<file path="config.mk">
export PLATFORM = sky130hd
export DESIGN_NAME = lsu_mem_port_flat
export DESIGN_NICKNAME = d
export VERILOG_FILES = /design/src/rtl/lsu_pkg.sv /design/src/rtl/lsu_mem_port_if.sv /design/src/rtl/lsu_lane_align.sv /design/src/rtl/lsu_mem_port.sv /design/src/flat_wrapper.sv
export SDC_FILE = /design/constraint.sdc
export NUM_CORES = 1
export LEC_CHECK = 0
export CORE_ASPECT_RATIO = 1.5
export CORE_MARGIN = 5
export CORE_UTILIZATION = 34
export CTS_CLUSTER_DIAMETER = 120
export CTS_CLUSTER_SIZE = 28
export DETAILED_ROUTE_END_ITERATION = 8
export PLACE_DENSITY = 0.82
export REMOVE_ABC_BUFFERS = 1
export SKIP_LAST_GASP = 1
export SLEW_MARGIN = 20
export SYNTH_ARGS = -nofsm -noshare
export SYNTH_HDL_FRONTEND = slang
export SYNTH_SLANG_ARGS = --single-unit
</file>
<file path="constraint.sdc">
create_clock -name clk -period 2.9 [get_ports clk]
set_clock_uncertainty 0.15 [all_clocks]
set_input_delay 0.29 -clock clk [delete_from_list [all_inputs] [get_ports clk]]
set_output_delay 0.29 -clock clk [all_outputs]
set_load 0.005 [all_outputs]
</file>
<file path="src/rtl/lsu_pkg.sv">
// rtl/lsu_pkg.sv - shared size encodings, FSM states and byte-count helper for the LSU memory port
package lsu_pkg;

    localparam logic [1:0] SIZE_BYTE = 2'd0;
    localparam logic [1:0] SIZE_HALF = 2'd1;
    localparam logic [1:0] SIZE_WORD = 2'd2;

    typedef enum logic [1:0] {
        IDLE   = 2'd0,
        SECOND = 2'd1,
        RESP   = 2'd2
    } lsu_state_e;

    // Encoding 3 is treated as a word access.
    function automatic logic [2:0] byte_count(input logic [1:0] size);
        case (size)
            SIZE_BYTE: return 3'd1;
            SIZE_HALF: return 3'd2;
            default:   return 3'd4;
        endcase
    endfunction

endpackage

</file>
<file path="src/rtl/lsu_mem_port_if.sv">
// rtl/lsu_mem_port_if.sv - request/response and data-memory signal bundle for the LSU memory port
// slave  : LSU side (takes req_*, mem_rdata; drives req_ready, resp_*, mem_*)
// master : pipeline plus memory side (the opposite directions)
interface lsu_mem_port_if #(
    parameter int ADDR_WIDTH = 32
) ();

    logic                  req_valid;
    logic                  req_ready;
    logic                  req_write;
    logic [1:0]            req_size;
    logic                  req_unsigned;
    logic [ADDR_WIDTH-1:0] req_addr;
    logic [31:0]           req_wdata;
    logic                  resp_valid;
    logic [31:0]           resp_rdata;
    logic                  resp_misaligned;
    logic [3:0]            mem_byte_enable;
    logic [ADDR_WIDTH-1:0] mem_addr;
    logic [31:0]           mem_wdata;
    logic [31:0]           mem_rdata;

    modport slave (
        input  req_valid, req_write, req_size, req_unsigned, req_addr, req_wdata, mem_rdata,
        output req_ready, resp_valid, resp_rdata, resp_misaligned,
               mem_byte_enable, mem_addr, mem_wdata
    );

    modport master (
        output req_valid, req_write, req_size, req_unsigned, req_addr, req_wdata, mem_rdata,
        input  req_ready, resp_valid, resp_rdata, resp_misaligned,
               mem_byte_enable, mem_addr, mem_wdata
    );

endinterface

</file>
<file path="src/rtl/lsu_lane_align.sv">
// rtl/lsu_lane_align.sv - combinational byte-lane mask, store shift and load extract/extend
// off, size, is_unsigned : access offset within the word, size code, zero-extend select
// store_word / load_word  : LSB-aligned store data / raw memory word
// lane_mask[7:0]          : lanes of this word in [3:0], lanes spilling into the next word in [7:4]
// store_shifted           : store data moved up to lane off
// load_ext                : loaded bytes moved down from lane off and extended
module lsu_lane_align
    import lsu_pkg::*;
(
    input  logic [1:0]  off,
    input  logic [1:0]  size,
    input  logic        is_unsigned,
    input  logic [31:0] store_word,
    input  logic [31:0] load_word,
    output logic [7:0]  lane_mask,
    output logic [31:0] store_shifted,
    output logic [31:0] load_ext
);

    logic [3:0]  base_mask;
    logic [31:0] load_sh;

    always_comb begin
        case (byte_count(size))
            3'd1:    base_mask = 4'b0001;
            3'd2:    base_mask = 4'b0011;
            default: base_mask = 4'b1111;
        endcase

        lane_mask     = {4'b0000, base_mask} << off;
        store_shifted = store_word << {off, 3'b000};
        load_sh       = load_word >> {off, 3'b000};

        case (size)
            SIZE_BYTE: load_ext = is_unsigned ? {24'd0, load_sh[7:0]}
                                              : {{24{load_sh[7]}}, load_sh[7:0]};
            SIZE_HALF: load_ext = is_unsigned ? {16'd0, load_sh[15:0]}
                                              : {{16{load_sh[15]}}, load_sh[15:0]};
            default:   load_ext = load_sh;
        endcase
    end

endmodule

</file>
<file path="src/rtl/lsu_mem_port.sv">
// rtl/lsu_mem_port.sv - LSU data-memory initiator: lane steering, load extension, misaligned split FSM
// clk, rst : clock and synchronous active-high reset
// bus      : lsu_mem_port_if.slave carrying req_*, resp_* and mem_* signals
// LSU_MISALIGNED_SPLIT_EN : when defined, misaligned accesses are split in two word accesses;
//                           otherwise they are answered with resp_misaligned and touch no memory
module lsu_mem_port #(
    parameter int ADDR_WIDTH = 32
) (
    input  logic          clk,
    input  logic          rst,
    lsu_mem_port_if.slave bus
);

    import lsu_pkg::*;

`ifdef LSU_MISALIGNED_SPLIT_EN
    localparam bit SPLIT_EN = 1'b1;
`else
    localparam bit SPLIT_EN = 1'b0;
`endif

    lsu_state_e            state_q, state_d;
    logic [1:0]            off_q, off_d;
    logic [1:0]            size_q, size_d;
    logic                  unsigned_q, unsigned_d;
    logic                  write_q, write_d;
    logic [ADDR_WIDTH-1:0] addr_q, addr_d;
    logic [3:0]            hi_be_q, hi_be_d;
    logic [31:0]           hi_wdata_q, hi_wdata_d;
    logic [31:0]           lo_q, lo_d;
    logic [31:0]           resp_rdata_q, resp_rdata_d;
    logic                  resp_mis_q, resp_mis_d;

    logic [1:0]            al_off;
    logic [1:0]            al_size;
    logic                  al_unsigned;
    logic [31:0]           al_load;
    logic [7:0]            al_mask;
    logic [31:0]           al_wdata;
    logic [31:0]           al_ext;
    logic [31:0]           merged;
    logic                  misaligned;
    logic [ADDR_WIDTH-1:0] req_word;

    // Shared by the first access (request offset) and the second access,
    // where the merged word is already LSB-aligned so offset is 0.
    lsu_lane_align u_align (
        .off           (al_off),
        .size          (al_size),
        .is_unsigned   (al_unsigned),
        .store_word    (bus.req_wdata),
        .load_word     (al_load),
        .lane_mask     (al_mask),
        .store_shifted (al_wdata),
        .load_ext      (al_ext)
    );

    assign req_word        = {bus.req_addr[ADDR_WIDTH-1:2], 2'b00};
    assign misaligned      = (al_mask[7:4] != 4'b0000);
    // Upper bytes of the second word land just above the bytes latched from the first.
    assign merged          = lo_q | (bus.mem_rdata << {3'd4 - {1'b0, off_q}, 3'b000});
    assign bus.req_ready   = (state_q == IDLE);
    assign bus.resp_valid  = (state_q == RESP) && !rst;
    assign bus.resp_rdata  = resp_rdata_q;
    assign bus.resp_misaligned = resp_mis_q;

    always_comb begin
        state_d      = state_q;
        off_d        = off_q;
        size_d       = size_q;
        unsigned_d   = unsigned_q;
        write_d      = write_q;
        addr_d       = addr_q;
        hi_be_d      = hi_be_q;
        hi_wdata_d   = hi_wdata_q;
        lo_d         = lo_q;
        resp_rdata_d = resp_rdata_q;
        resp_mis_d   = resp_mis_q;
        al_off       = bus.req_addr[1:0];
        al_size      = bus.req_size;
        al_unsigned  = bus.req_unsigned;
        al_load      = bus.mem_rdata;
        bus.mem_byte_enable = 4'b0000;
        bus.mem_addr        = '0;
        bus.mem_wdata       = 32'd0;

        case (state_q)
            IDLE: begin
                if (bus.req_valid) begin
                    bus.mem_addr  = req_word;
                    bus.mem_wdata = al_wdata;
                    if (bus.req_write && (!misaligned || SPLIT_EN))
                        bus.mem_byte_enable = al_mask[3:0];

                    off_d        = bus.req_addr[1:0];
                    size_d       = bus.req_size;
                    unsigned_d   = bus.req_unsigned;
                    write_d      = bus.req_write;
                    addr_d       = req_word + ADDR_WIDTH'(4);
                    hi_be_d      = al_mask[7:4];
                    hi_wdata_d   = bus.req_wdata >> {3'd4 - {1'b0, bus.req_addr[1:0]}, 3'b000};
                    lo_d         = bus.mem_rdata >> {bus.req_addr[1:0], 3'b000};
                    resp_mis_d   = 1'b0;
                    resp_rdata_d = bus.req_write ? 32'd0 : al_ext;
                    state_d      = RESP;
                    if (misaligned) begin
                        if (SPLIT_EN) begin
                            state_d = SECOND;
                        end else begin
                            resp_mis_d   = 1'b1;
                            resp_rdata_d = 32'd0;
                        end
                    end
                end
            end
            SECOND: begin
                bus.mem_addr        = addr_q;
                bus.mem_wdata       = hi_wdata_q;
                bus.mem_byte_enable = write_q ? hi_be_q : 4'b0000;
                al_off       = 2'd0;
                al_size      = size_q;
                al_unsigned  = unsigned_q;
                al_load      = merged;
                resp_rdata_d = write_q ? 32'd0 : al_ext;
                state_d      = RESP;
            end
            RESP:    state_d = IDLE;
            default: state_d = IDLE;
        endcase

        if (rst)
            bus.mem_byte_enable = 4'b0000;
    end

    always_ff @(posedge clk) begin
        if (rst) begin
            state_q      <= IDLE;
            off_q        <= 2'd0;
            size_q       <= 2'd0;
            unsigned_q   <= 1'b0;
            write_q      <= 1'b0;
            addr_q       <= '0;
            hi_be_q      <= 4'b0000;
            hi_wdata_q   <= 32'd0;
            lo_q         <= 32'd0;
            resp_rdata_q <= 32'd0;
            resp_mis_q   <= 1'b0;
        end else begin
            state_q      <= state_d;
            off_q        <= off_d;
            size_q       <= size_d;
            unsigned_q   <= unsigned_d;
            write_q      <= write_d;
            addr_q       <= addr_d;
            hi_be_q      <= hi_be_d;
            hi_wdata_q   <= hi_wdata_d;
            lo_q         <= lo_d;
            resp_rdata_q <= resp_rdata_d;
            resp_mis_q   <= resp_mis_d;
        end
    end

endmodule

</file>
<file path="src/flat_wrapper.sv">
// flat-port wrapper written by rule: the top's interface ports become plain ports
module lsu_mem_port_flat import lsu_pkg::*;
#(
    parameter int ADDR_WIDTH = 32
)
  (clk, rst, bus_req_valid, bus_req_write, bus_req_size, bus_req_unsigned, bus_req_addr, bus_req_wdata, bus_mem_rdata, bus_req_ready, bus_resp_valid, bus_resp_rdata, bus_resp_misaligned, bus_mem_byte_enable, bus_mem_addr, bus_mem_wdata);
  lsu_mem_port_if #(.ADDR_WIDTH(ADDR_WIDTH)) bus_i ();
  input  logic clk;
  input  logic rst;
  input wire logic [$bits(bus_i.req_valid)-1:0] bus_req_valid;
  input wire logic [$bits(bus_i.req_write)-1:0] bus_req_write;
  input wire logic [$bits(bus_i.req_size)-1:0] bus_req_size;
  input wire logic [$bits(bus_i.req_unsigned)-1:0] bus_req_unsigned;
  input wire logic [$bits(bus_i.req_addr)-1:0] bus_req_addr;
  input wire logic [$bits(bus_i.req_wdata)-1:0] bus_req_wdata;
  input wire logic [$bits(bus_i.mem_rdata)-1:0] bus_mem_rdata;
  output wire logic [$bits(bus_i.req_ready)-1:0] bus_req_ready;
  output wire logic [$bits(bus_i.resp_valid)-1:0] bus_resp_valid;
  output wire logic [$bits(bus_i.resp_rdata)-1:0] bus_resp_rdata;
  output wire logic [$bits(bus_i.resp_misaligned)-1:0] bus_resp_misaligned;
  output wire logic [$bits(bus_i.mem_byte_enable)-1:0] bus_mem_byte_enable;
  output wire logic [$bits(bus_i.mem_addr)-1:0] bus_mem_addr;
  output wire logic [$bits(bus_i.mem_wdata)-1:0] bus_mem_wdata;
  assign bus_i.req_valid = bus_req_valid;
  assign bus_i.req_write = bus_req_write;
  assign bus_i.req_size = bus_req_size;
  assign bus_i.req_unsigned = bus_req_unsigned;
  assign bus_i.req_addr = bus_req_addr;
  assign bus_i.req_wdata = bus_req_wdata;
  assign bus_i.mem_rdata = bus_mem_rdata;
  assign bus_req_ready = bus_i.req_ready;
  assign bus_resp_valid = bus_i.resp_valid;
  assign bus_resp_rdata = bus_i.resp_rdata;
  assign bus_resp_misaligned = bus_i.resp_misaligned;
  assign bus_mem_byte_enable = bus_i.mem_byte_enable;
  assign bus_mem_addr = bus_i.mem_addr;
  assign bus_mem_wdata = bus_i.mem_wdata;
  lsu_mem_port #(.ADDR_WIDTH(ADDR_WIDTH)) u_core (.clk(clk), .rst(rst), .bus(bus_i));
endmodule
</file>
==> run_results.csv, run 1 <==
group,metric,value,unit
outcome,status,"completed",
floorplan,die_w,82.2,um
floorplan,die_area,9710,um2
worst_setup_path,cp-startpoint,"bus_req_size[0]",
global_route,overflow,0,
synthesis,synth-compound-area-share,0.211,
synthesis,synth_top_family_by_area,"simple AND/OR/NAND/NOR gates",
detailed_routing,wl_per_cell,17.0,um
synthesis,synth_seq_area_share,0.256,
synthesis,synth.distinct_cells,36,
cells_and_area,layout-drive-gt1-share,0.0841,
worst_setup_path,setup.worst_path.start_class,"input port",
timing,fmax,0.368,GHz
timing,period_minus_slack,2.72,ns
global_route,antenna_found_initial,0,
timing,tns,0,ns
worst_setup_path,path_cells,"clkdlybuf4s50_1 -> nor2_1 -> inv_1 -> ha_1 -> nor3_1 -> a21oi_1 -> nor2_1 -> clkdlybuf4s50_1",
synthesis,ys_warn_count,0,
placed_design,io_buffer_count,203,
synthesis,synth_cells,343,
pwr,p_per_area,309,nW/um2
cts,cts_sinks,34,
detailed_routing,drc,0,
synthesis,yosysTopAreaCell,"dfxtp_1",
floorplan,rows,39,
min_path,hold_class,"flip-flop to flip-flop",
timing,rsz0062_at_grt,"false",
synthesis,synthMuxAreaShare,0.169,
worst_setup_path,required,2.46,ns
timing,report.final.slew_viol_count,0,
worst_setup_path,max_stage_delay,0.52,ns
min_path,min_from,"u_core.bus.resp_rdata[0]$_SDFFE_PP0P_",
placed_design,dp_hpwl,8.86,mm
synthesis,synthArstFlopShare,0,
synthesis,synthSimpleGateAreaFrac,0.297,
pwr,irDropWorstVdd,219,uV
cts,cts_tree,"built",
floorplan,core,7610,um2
synthesis,synthTopCellsByCount,"nand2_1 (42), and2_1 (38), nor2_1 (35)",
cts,cts_hold_buf,0,
cells_and_area,area_delta_synth_final,85.1,%
global_route,grt_pass1_wl,16.5,mm
global_route,grt_max_degree,41,
cts,clockBufferDepth,2,
timing,hold_violations,0,
synthesis,synth.most_common_cell,"nand2_1",
cells_and_area,fin_cells,637,
synthesis,synthAdderAreaFrac,0.00471,
cells_and_area,seqCellArea,681,um2
synthesis,synth_area,2660,um2
cells_and_area,multi_input_area,1830,um2
synthesis,synth_top_cell_area_share,0.256,
timing,setup_viol,0,
cts,cts.repair.resized,0,
synthesis,synthTopCellsByArea,"dfxtp_1 (26%), mux2i_1 (11%), and2_1 (9.0%)",
placed_design,gp_congestion,0.898,
placed_design,dp.cells,631,
timing,relSlewSlack,0.315,
detailed_routing,ant_nets,0,
timing,holdWs,0.305,ns
synthesis,synth_edf_count,0,
worst_setup_path,path_buf_inv,3,
cts,cts_root_buffer,"clkbuf_16",
worst_setup_path,cp_slowest_cell,"clkdlybuf4s50_1",
global_route,track_usage,0.215,
floorplan,start_util,0.349,
cts,path_clk_slew,0.05,ns
synthesis,yosys_most_used_dff,"dfxtp_1",
worst_setup_path,critPathTopFamily,"buffers and inverters",
worst_setup_path,worstReg2RegStart,"u_core.state_q[1]$_SDFFE_PP0P_",
detailed_routing,drt_iter0_drc,146,
floorplan,fp.dieH,118,um
cts,clk_latency,0.27,ns
synthesis,avgSynthCellArea,7.74,um2
worst_setup_path,endpoint_kind,"primary output",
floorplan,ioPinCount,206,
detailed_routing,drt-total-wl,10.9,mm
worst_setup_path,crit_type,"input port to primary output",
worst_setup_path,crit_fanout,5,
cells_and_area,post-route-util,0.645,
cts,htree_levels,2,
cells_and_area,fill_cells,673,
detailed_routing,num_vias,3312,
timing,finalCritPeriodShare,0.937,
pwr,p_leak,0.00195,uW
synthesis,synth_xor_area_frac,0.00330,
worst_setup_path,crit_arrival,2.28,ns
cts,post_cts_buffers,0,
synthesis,ys_ff_latch,34,
detailed_routing,vias_per_cell,5.20,
cts,cts_buffers,5,
global_route,grt_pass1_vias,3380,
cells_and_area,antenna_cells,0,
cells_and_area,nNetsFinal,640,
timing,worst_slew_pin_slew,1.03,ns
detailed_routing,dr.pass1.iters,5,
run,drv_cap,0,
power by group:
part	switching (uW)	leakage, uW	total, uW	internal (uW)
clock network	180	0.0000688	512	331
registers	7.04	0.000275	486	479
logic	210	0.00161	522	313
path summary, 6_finish.rpt:
path                                                               end  slack (ns)  cells after the start
worst max-delay path                            bus_mem_byte_enable[2]        0.18                      8
worst min-delay path             u_core.bus.resp_rdata[0]$_SDFFE_PP0P_        0.31                      2
worst max register to register  u_core.bus.resp_rdata[21]$_SDFFE_PP0P_        0.85                      5
worst min register to register   u_core.bus.resp_rdata[0]$_SDFFE_PP0P_        0.31                      2
metrics by stage:
| step | instance area (um2) | setup WS [ns] | total power (uW) |
|---|---|---|---|
| 3_5_place_dp | 4770 | 0.195 | 1020 |
| 5_1_grt | 4910 | 0.0342 | 1600 |
| 2_1_floorplan | 2510 | 0.275 | 667 |
| 6_report | 4910 | 0.182 | 1520 |
| 4_1_cts | 4910 | 0.188 | 1530 |
| 3_3_place_gp | 4770 | 0.275 | 1010 |
logic make-up (layout without fill, tap and decap cells):
group                    Yosys count  after routing
buffers and inverters             34            225
AND/OR/NAND/NOR                  151            151
multiplexers                      43             43
other                              1              2
AO/OA/AOI/OAI                     78             78
adder cells (fa/ha/maj)            1              1
flip-flops                        34             34
XOR/XNOR                           1              1
worst register-to-register path: cells and delay by family, from the launching register on:
family,cells,cell delay [ns]
DFF,1,0.38
and+or+nand+nor,3,0.99
AOI/OAI and AO/OA,1,0.22
buffers and inverters,1,0.23
layout make-up:
| type | instances | area share |
|---|---|---|
| Clock buffer | 6 | 0.0283 |
| Inverter | 2 | 0.00153 |
| Multi-Input combinational cell | 276 | 0.373 |
| Sequential cell | 34 | 0.139 |
| Tap cell | 102 | 0.0260 |
| Timing Repair Buffer | 217 | 0.433 |
registers in the layout, summed over array words and instances (netlist names):
name                        flops
u_core.state_q                  1
u_core.bus.resp_misaligned      1
u_core.bus.resp_rdata          32
routing by layer:
layer | vias to the layer above | GRT usage | part of all wire
met4 | 0 | 0.0530 | 0.012
met5 | - | 0 | 0
li1 | 1598 | - | -
met2 | 193 | 0.414 | 0.53
met3 | 10 | 0.0738 | 0.12
met1 | 1511 | 0.208 | 0.34
placed cells by master, fill, tap and decap left out, types with 2 or more instances in the layout:
cell type | netlist | routed
clkbuf_16 | 0 | 5
conb_1 | 1 | 2
buf_4 | 2 | 14
nand2_1 | 42 | 42
inv_1 | 2 | 2
nor3_1 | 6 | 6
a21oi_1 | 19 | 19
dfxtp_1 | 34 | 34
nor2b_1 | 10 | 9
o2111ai_1 | 7 | 7
buf_2 | 7 | 2
nand3b_1 | 7 | 7
nand2b_1 | 6 | 6
o21ai_0 | 8 | 8
nor2_1 | 35 | 34
a211oi_1 | 16 | 16
and2_1 | 38 | 38
mux2_2 | 15 | 15
a22oi_1 | 16 | 16
clkdlybuf4s50_1 | 0 | 201
mux2i_1 | 28 | 28
a32oi_1 | 8 | 8
(Power assumes the default switching activity.)
==> run 2: changes to the inputs <==
==> constraint.sdc (replaced) <==
create_clock -name clk -period 2.9 [get_ports clk]
set_clock_uncertainty 0.15 [all_clocks]
set_input_delay 0.58 -clock clk [delete_from_list [all_inputs] [get_ports clk]]
set_output_delay 0.58 -clock clk [all_outputs]
set_load 0.005 [all_outputs]
==> run 2 against run 1 <==
  * Cell count grew 2.2%
  * Critical path type unchanged
  * Largest power group is now clock
  * Largest cell class unchanged
  * Critical path depth fell by 3
  * Routed wire length rose by 1.5%
==> run_results.csv, run 2 (synthesized netlist as in run 1, its figures left out) <==
group,metric,value,unit
outcome,status,"completed",
timing,report.final.slew_viol_count,0,
detailed_routing,drt_iter0_drc,142,
worst_setup_path,required,2.17,ns
worst_setup_path,crit_fanout,1,
cells_and_area,layout_common_cells,"clkdlybuf4s50_1 (194), nand2_1 (41), and2_1 (38)",
global_route,track_usage,0.219,
floorplan,fp.dieH,118,um
timing,setup_viol,0,
placed_design,dp_hpwl,8.92,mm
cts,cts_buffers,5,
detailed_routing,num_vias,3416,
cells_and_area,layout-drive-gt1-share,0.118,
floorplan,die_w,82.2,um
cts,clk_latency,0.27,ns
global_route,antenna_found_initial,0,
cts,cts_hold_buf,0,
worst_setup_path,path_buf_inv,2,
global_route,overflow,0,
cells_and_area,antenna_cells,0,
timing,period_minus_slack,2.82,ns
floorplan,core,7610,um2
placed_design,place_area,4890,um2
timing,relSlewSlack,0.322,
cells_and_area,nNetsFinal,652,
detailed_routing,vias_per_cell,5.25,
pwr,p_per_area,319,nW/um2
timing,rsz0062_at_grt,"false",
floorplan,rows,39,
worst_setup_path,max_stage_delay,0.55,ns
placed_design,gp_congestion,0.911,
global_route,grt_max_degree,44,
cells_and_area,mostFrequentLayoutCell,"clkdlybuf4s50_1",
detailed_routing,drc,0,
cts,cts_tree,"built",
pwr,irDropWorstVdd,299,uV
cts,cts_sinks,34,
timing,fmax,0.355,GHz
floorplan,ioPinCount,206,
cells_and_area,area_delta_synth_final,93.1,%
worst_setup_path,crit_arrival,2.09,ns
cts,path_clk_slew,0.05,ns
detailed_routing,ant_nets,0,
cts,clockBufferDepth,2,
floorplan,die_area,9710,um2
detailed_routing,dr.pass1.iters,6,
worst_setup_path,setup.worst_path.start_class,"input port",
detailed_routing,wl_per_cell,16.9,um
pwr,p_total,1630,uW
cells_and_area,largest_reg_flops,32,
global_route,grt_pass1_vias,3554,
pwr,p_leak,0.00211,uW
cells_and_area,fill_cells,655,
detailed_routing,drt-total-wl,11.0,mm
cts,htree_levels,2,
worst_setup_path,endpoint_kind,"primary output",
placed_design,io_buffer_count,203,
global_route,grt_pass1_wl,16.9,mm
cts,cts_root_buffer,"clkbuf_16",
floorplan,start_util,0.349,
timing,worst_slew_pin_slew,1.02,ns
timing,hold_violations,0,
run,drv_cap,0,
worst_setup_path,crit_type,"input port to primary output",
min_path,hold_class,"flip-flop to flip-flop",
worst_setup_path,cp_slowest_cell,"clkdlybuf4s50_1",
worst_setup_path,path_cells,"clkdlybuf4s50_1 -> nor2b_1 -> a211oi_1 -> a211oi_1 -> clkdlybuf4s50_1",
timing,holdWs,0.305,ns
timing,finalCritPeriodShare,0.971,
cells_and_area,design_area,5130,um2
worst_setup_path,critPathTopFamily,"buffers and inverters",
[run 2: cell types whose count changed in the layout (fill, tap and decap cells not counted), sizes merged]
cell,previous run,this run
dlymetal6s2s,0,4
dlygate4sd2,0,2
clkbuf,6,9
clkdlybuf4s50,201,194
bufinv,0,1
buf,16,27
[run 2: per-stage QoR]
step | std cells | util | setup TNS (ns) | setup slack [ns]
global route | 651 | 0.674 | 0 | 0.0201
global placement | 642 | 0.643 | -4.22 | -0.240
detailed placement | 642 | 0.643 | -5.45 | -0.283
finish | 651 | 0.674 | 0 | 0.0841
CTS | 651 | 0.669 | -0.665 | -0.136
floorplan | 312 | - | -2.31 | -0.281
[run 2: report_power, final]
| part | internal [uW] | switching [uW] |
|---|---|---|
| combinational | 336 | 219 |
| sequential | 479 | 7.52 |
| clock | 406 | 187 |
[run 2: worst paths after layout]
path                                            endpoint                                   from  cells after the start  slack [ns]
setup reg to reg  u_core.bus.resp_rdata[16]$_SDFFE_PP0P_         u_core.state_q[1]$_SDFFE_PP0P_                      6        0.72
hold reg to reg    u_core.bus.resp_rdata[5]$_SDFFE_PP0P_  u_core.bus.resp_rdata[5]$_SDFFE_PP0P_                      2        0.31
setup / recovery                       bus_mem_wdata[27]                      bus_req_wdata[27]                      5        0.08
hold / removal     u_core.bus.resp_rdata[5]$_SDFFE_PP0P_  u_core.bus.resp_rdata[5]$_SDFFE_PP0P_                      2        0.31
[run 2: metal layers]
layer / track usage / vias to the layer above / wire (um)
met1: 0.209 / 1550 / 3720
met2: 0.408 / 216 / 5630
li1: - / 1625 / -
met3: 0.0715 / 25 / 1300
met5: 0 / - / 0
met4: 0.0946 / 0 / 363
[run 2: timing repair]
action / 4_1_cts / 5_1_grt
buffers inserted: 1 / 0
setup endpoints to repair: 43 / 76
resized for setup: 8 / 12
pin swaps: 2 / 3
gates cloned: 0 / 0
[run 2: cell type report]
class	instances	area, um2	area share
inverter	2	7.51	0.00146
timing repair buffer	229	2260	0.441
clock inverter	1	30.0	0.00586
clock buffer	7	133	0.0259
tap	102	128	0.0249
multi-input combinational	276	1890	0.368
sequential	34	681	0.133
[run 2: tightest hold or removal path, cell delays in order (launching register included)]
cell and delay (ns):
dfxtp_1 0.30, nand2_1 0.05, a21oi_1 0.05
==> run 3: changes to the inputs <==
--- a/config.mk
+++ b/config.mk
@@ -5,13 +5,14 @@
 export SDC_FILE = /design/constraint.sdc
 export NUM_CORES = 1
 export LEC_CHECK = 0
+export ABC_AREA = 1
 export CORE_ASPECT_RATIO = 1.5
 export CORE_MARGIN = 5
-export CORE_UTILIZATION = 34
+export CORE_UTILIZATION = 35
 export CTS_CLUSTER_DIAMETER = 120
 export CTS_CLUSTER_SIZE = 28
 export DETAILED_ROUTE_END_ITERATION = 8
-export PLACE_DENSITY = 0.82
+export PLACE_DENSITY = 0.81
 export REMOVE_ABC_BUFFERS = 1
 export SKIP_LAST_GASP = 1
 export SLEW_MARGIN = 20
==> run 3 against run 2 <==
  * Setup slack got worse by 0.0026 ns
  * Worst hold slack improved by 0.0058 ns
  * Non-clock buffer count increased by 9
  * Global-route usage increased by 0.36 points
  * Synthesized cell count increased by 50%
  * Cell count increased by 27%
  * Via count increased by 21%
  * Die area increased by 4.7%
  * Sequential power about the same
  * Power increased by 2.8%
  * Critical endpoint is now bus_resp_valid
  * Largest power group unchanged
  * Highest routed layer unchanged
==> run_results.csv, run 3 <==
group,metric,value,unit
synthesis,yosys_most_used_dff,"dfxtp_1",
timing,rsz0062_at_grt,"false",
detailed_routing,wl_per_cell,14.7,um
timing,hold_violations,0,
detailed_routing,num_vias,4132,
global_route,antenna_found_initial,0,
worst_setup_path,crit_arrival,2.09,ns
placed_design,dp_slack,-0.288,ns
worst_setup_path,required,2.17,ns
synthesis,synthTopCellsByArea,"nand2_1 (24%), dfxtp_1 (24%), nor2_1 (16%)",
floorplan,rows,40,
placed_design,dp_hpwl,9.36,mm
global_route,top_usage_layer,"met2",
global_route,met3_usage,0.0727,
worst_setup_path,crit_fanout,34,
pwr,power_frac_comb,0.355,
detailed_routing,drt-total-wl,12.1,mm
cts,cts_root_buffer,"clkbuf_16",
synthesis,synthArstFlopShare,0,
pwr,p_total,1680,uW
cts,path_clk_slew,0.05,ns
floorplan,die_area,10200,um2
pwr,irDropWorstVdd,223,uV
cells_and_area,fill_cells,759,
timing,period_minus_slack,2.82,ns
pwr,p_switching,478,uW
timing,setup_viol,0,
detailed_routing,ant_nets,0,
synthesis,synth_top_cell_area_share,0.239,
placed_design,io_buffer_count,203,
timing,fmax,0.355,GHz
floorplan,start_util,0.359,
timing,worst_slack,0.0815,ns
cells_and_area,layout-drive-gt1-share,0.0932,
synthesis,synthTopCellsByCount,"nand2_1 (183), nor2_1 (121), a21oi_1 (41)",
synthesis,ys_warn_count,0,
worst_setup_path,setup.worst_path.start_class,"input port",
cts,cts_tree,"built",
outcome,status,"completed",
cells_and_area,design_area,5250,um2
cts,htree_levels,2,
floorplan,die_w,84.0,um
placed_design,dp.cells,809,
synthesis,yosysTopAreaCell,"nand2_1",
global_route,overflow,0,
floorplan,core,8010,um2
detailed_routing,drc,0,
worst_setup_path,endpoint_kind,"primary output",
cts,clk_latency,0.28,ns
placed_design,place_area,5030,um2
run,drv_cap,0,
cells_and_area,nNetsFinal,822,
cells_and_area,largest_reg_flops,32,
pwr,clockPowerShare,0.356,
detailed_routing,dr.pass1.iters,4,
cells_and_area,antenna_cells,0,
cts,clockBufferDepth,2,
synthesis,synth_edf_count,0,
pwr,seqPwrFrac,0.289,
cells_and_area,mostFrequentLayoutCell,"nand2_1",
synthesis,ys_ff_latch,34,
pwr,p_int,1200,uW
global_route,grt_pass1_wl,18.8,mm
synthesis,synth.distinct_cells,27,
detailed_routing,drt_iter0_drc,200,
timing,report.final.slew_viol_count,0,
floorplan,fp.dieH,121,um
cts,cts_sinks,34,
pwr,p_per_area,320,nW/um2
global_route,track_usage,0.223,
global_route,grt_pass1_vias,4133,
min_path,hold_class,"flip-flop to flip-flop",
synthesis,synth_seq_area_share,0.237,
synthesis,synth_area,2880,um2
cts,cts_buffers,5,
global_route,grt_max_degree,35,
worst_setup_path,crit_type,"input port to primary output",
synthesis,synth.most_common_cell,"nand2_1",
placed_design,gp_congestion,0.851,
timing,finalCritPeriodShare,0.972,
pwr,p_leak,0.00241,uW
cells_and_area,fin_cells,824,
detailed_routing,vias_per_cell,5.01,
synthesis,synth_cells,513,
synthesis,avgSynthCellArea,5.61,um2
cells_and_area,layout_common_cells,"nand2_1 (180), clkdlybuf4s50_1 (166), nor2_1 (120)",
global_route,grtUsageMet2,0.401,
pwr,netSwitchingFraction,0.285,
cells_and_area,area_delta_synth_final,82.5,%
floorplan,ioPinCount,206,
global_route,grtUsageMet1,0.231,
## run 3: final timing paths
check | startpoint | endpoint | cells past startpoint | slack [ns]
setup / recovery | rst | bus_resp_valid | 4 | 0.08
hold / removal | u_core.bus.resp_rdata[14]$_SDFFE_PP0P_ | u_core.bus.resp_rdata[14]$_SDFFE_PP0P_ | 2 | 0.31
setup reg to reg | u_core.state_q[1]$_SDFFE_PP0P_ | u_core.bus.resp_rdata[12]$_SDFFE_PP0P_ | 6 | 1.26
hold reg to reg | u_core.bus.resp_rdata[14]$_SDFFE_PP0P_ | u_core.bus.resp_rdata[14]$_SDFFE_PP0P_ | 2 | 0.31
## run 3: repair_timing
action / 4_1_cts / 5_1_grt
gates resized for setup: 41 / 12
setup endpoints to repair: 31 / 36
pin swaps: 6 / 5
setup buffers: 4 / 3
hold buffers: 0 / 0
## run 3: cell type report
| class | instances | area (um2) | share of cell area |
|---|---|---|---|
| Inverter | 24 | 92.6 | 0.0176 |
| Tap cell | 105 | 131 | 0.0250 |
| Clock inverter | 3 | 40.0 | 0.00762 |
| Sequential cell | 34 | 681 | 0.130 |
| Timing Repair Buffer | 238 | 2260 | 0.431 |
| Multi-Input combinational cell | 415 | 1920 | 0.365 |
| Clock buffer | 5 | 125 | 0.0238 |
## run 3: worst max-delay path, stage by stage
cell             delay [ns]
clkdlybuf4s50_1        0.56
buf_4                  0.38
nor2_1                 0.09
clkdlybuf4s50_1        0.48
## run 3: power groups by stage
stage | clock network [uW] | logic, uW | registers (uW)
after CTS | 608 | 587 | 487
after global routing | 624 | 652 | 488
final | 598 | 596 | 486
after global placement | 0 | 585 | 496
after detailed placement | 0 | 594 | 497
after floorplan | 0 | 206 | 501
## run 3: logic make-up after synthesis
| group | count (synthesis) | share of synthesized area |
|---|---|---|
| and+or+nand+nor | 331 | 0.458 |
| AOI/OAI and AO/OA | 73 | 0.160 |
| buffers and inverters | 65 | 0.112 |
| DFF | 34 | 0.237 |
| muxes | 8 | 0.0278 |
| adders and majority gates | 1 | 0.00435 |
| other | 1 | 0.00130 |
## run 3: metal layers
layer	wire length [um]	vias up	share of wire
met5	0	-	0
met4	463	0	0.038
met3	1230	35	0.10
met2	6140	208	0.51
met1	4270	1840	0.35
li1	-	2049	-
## run 3: stage by stage
stage	TNS, ns	hold WS, ns	util
2_1_floorplan	0	0.306	-
5_1_grt	0	0.330	0.656
3_5_place_dp	-4.74	0.304	0.629
3_3_place_gp	-3.95	0.302	0.629
4_1_cts	-0.201	0.313	0.648
6_report	0	0.311	0.656
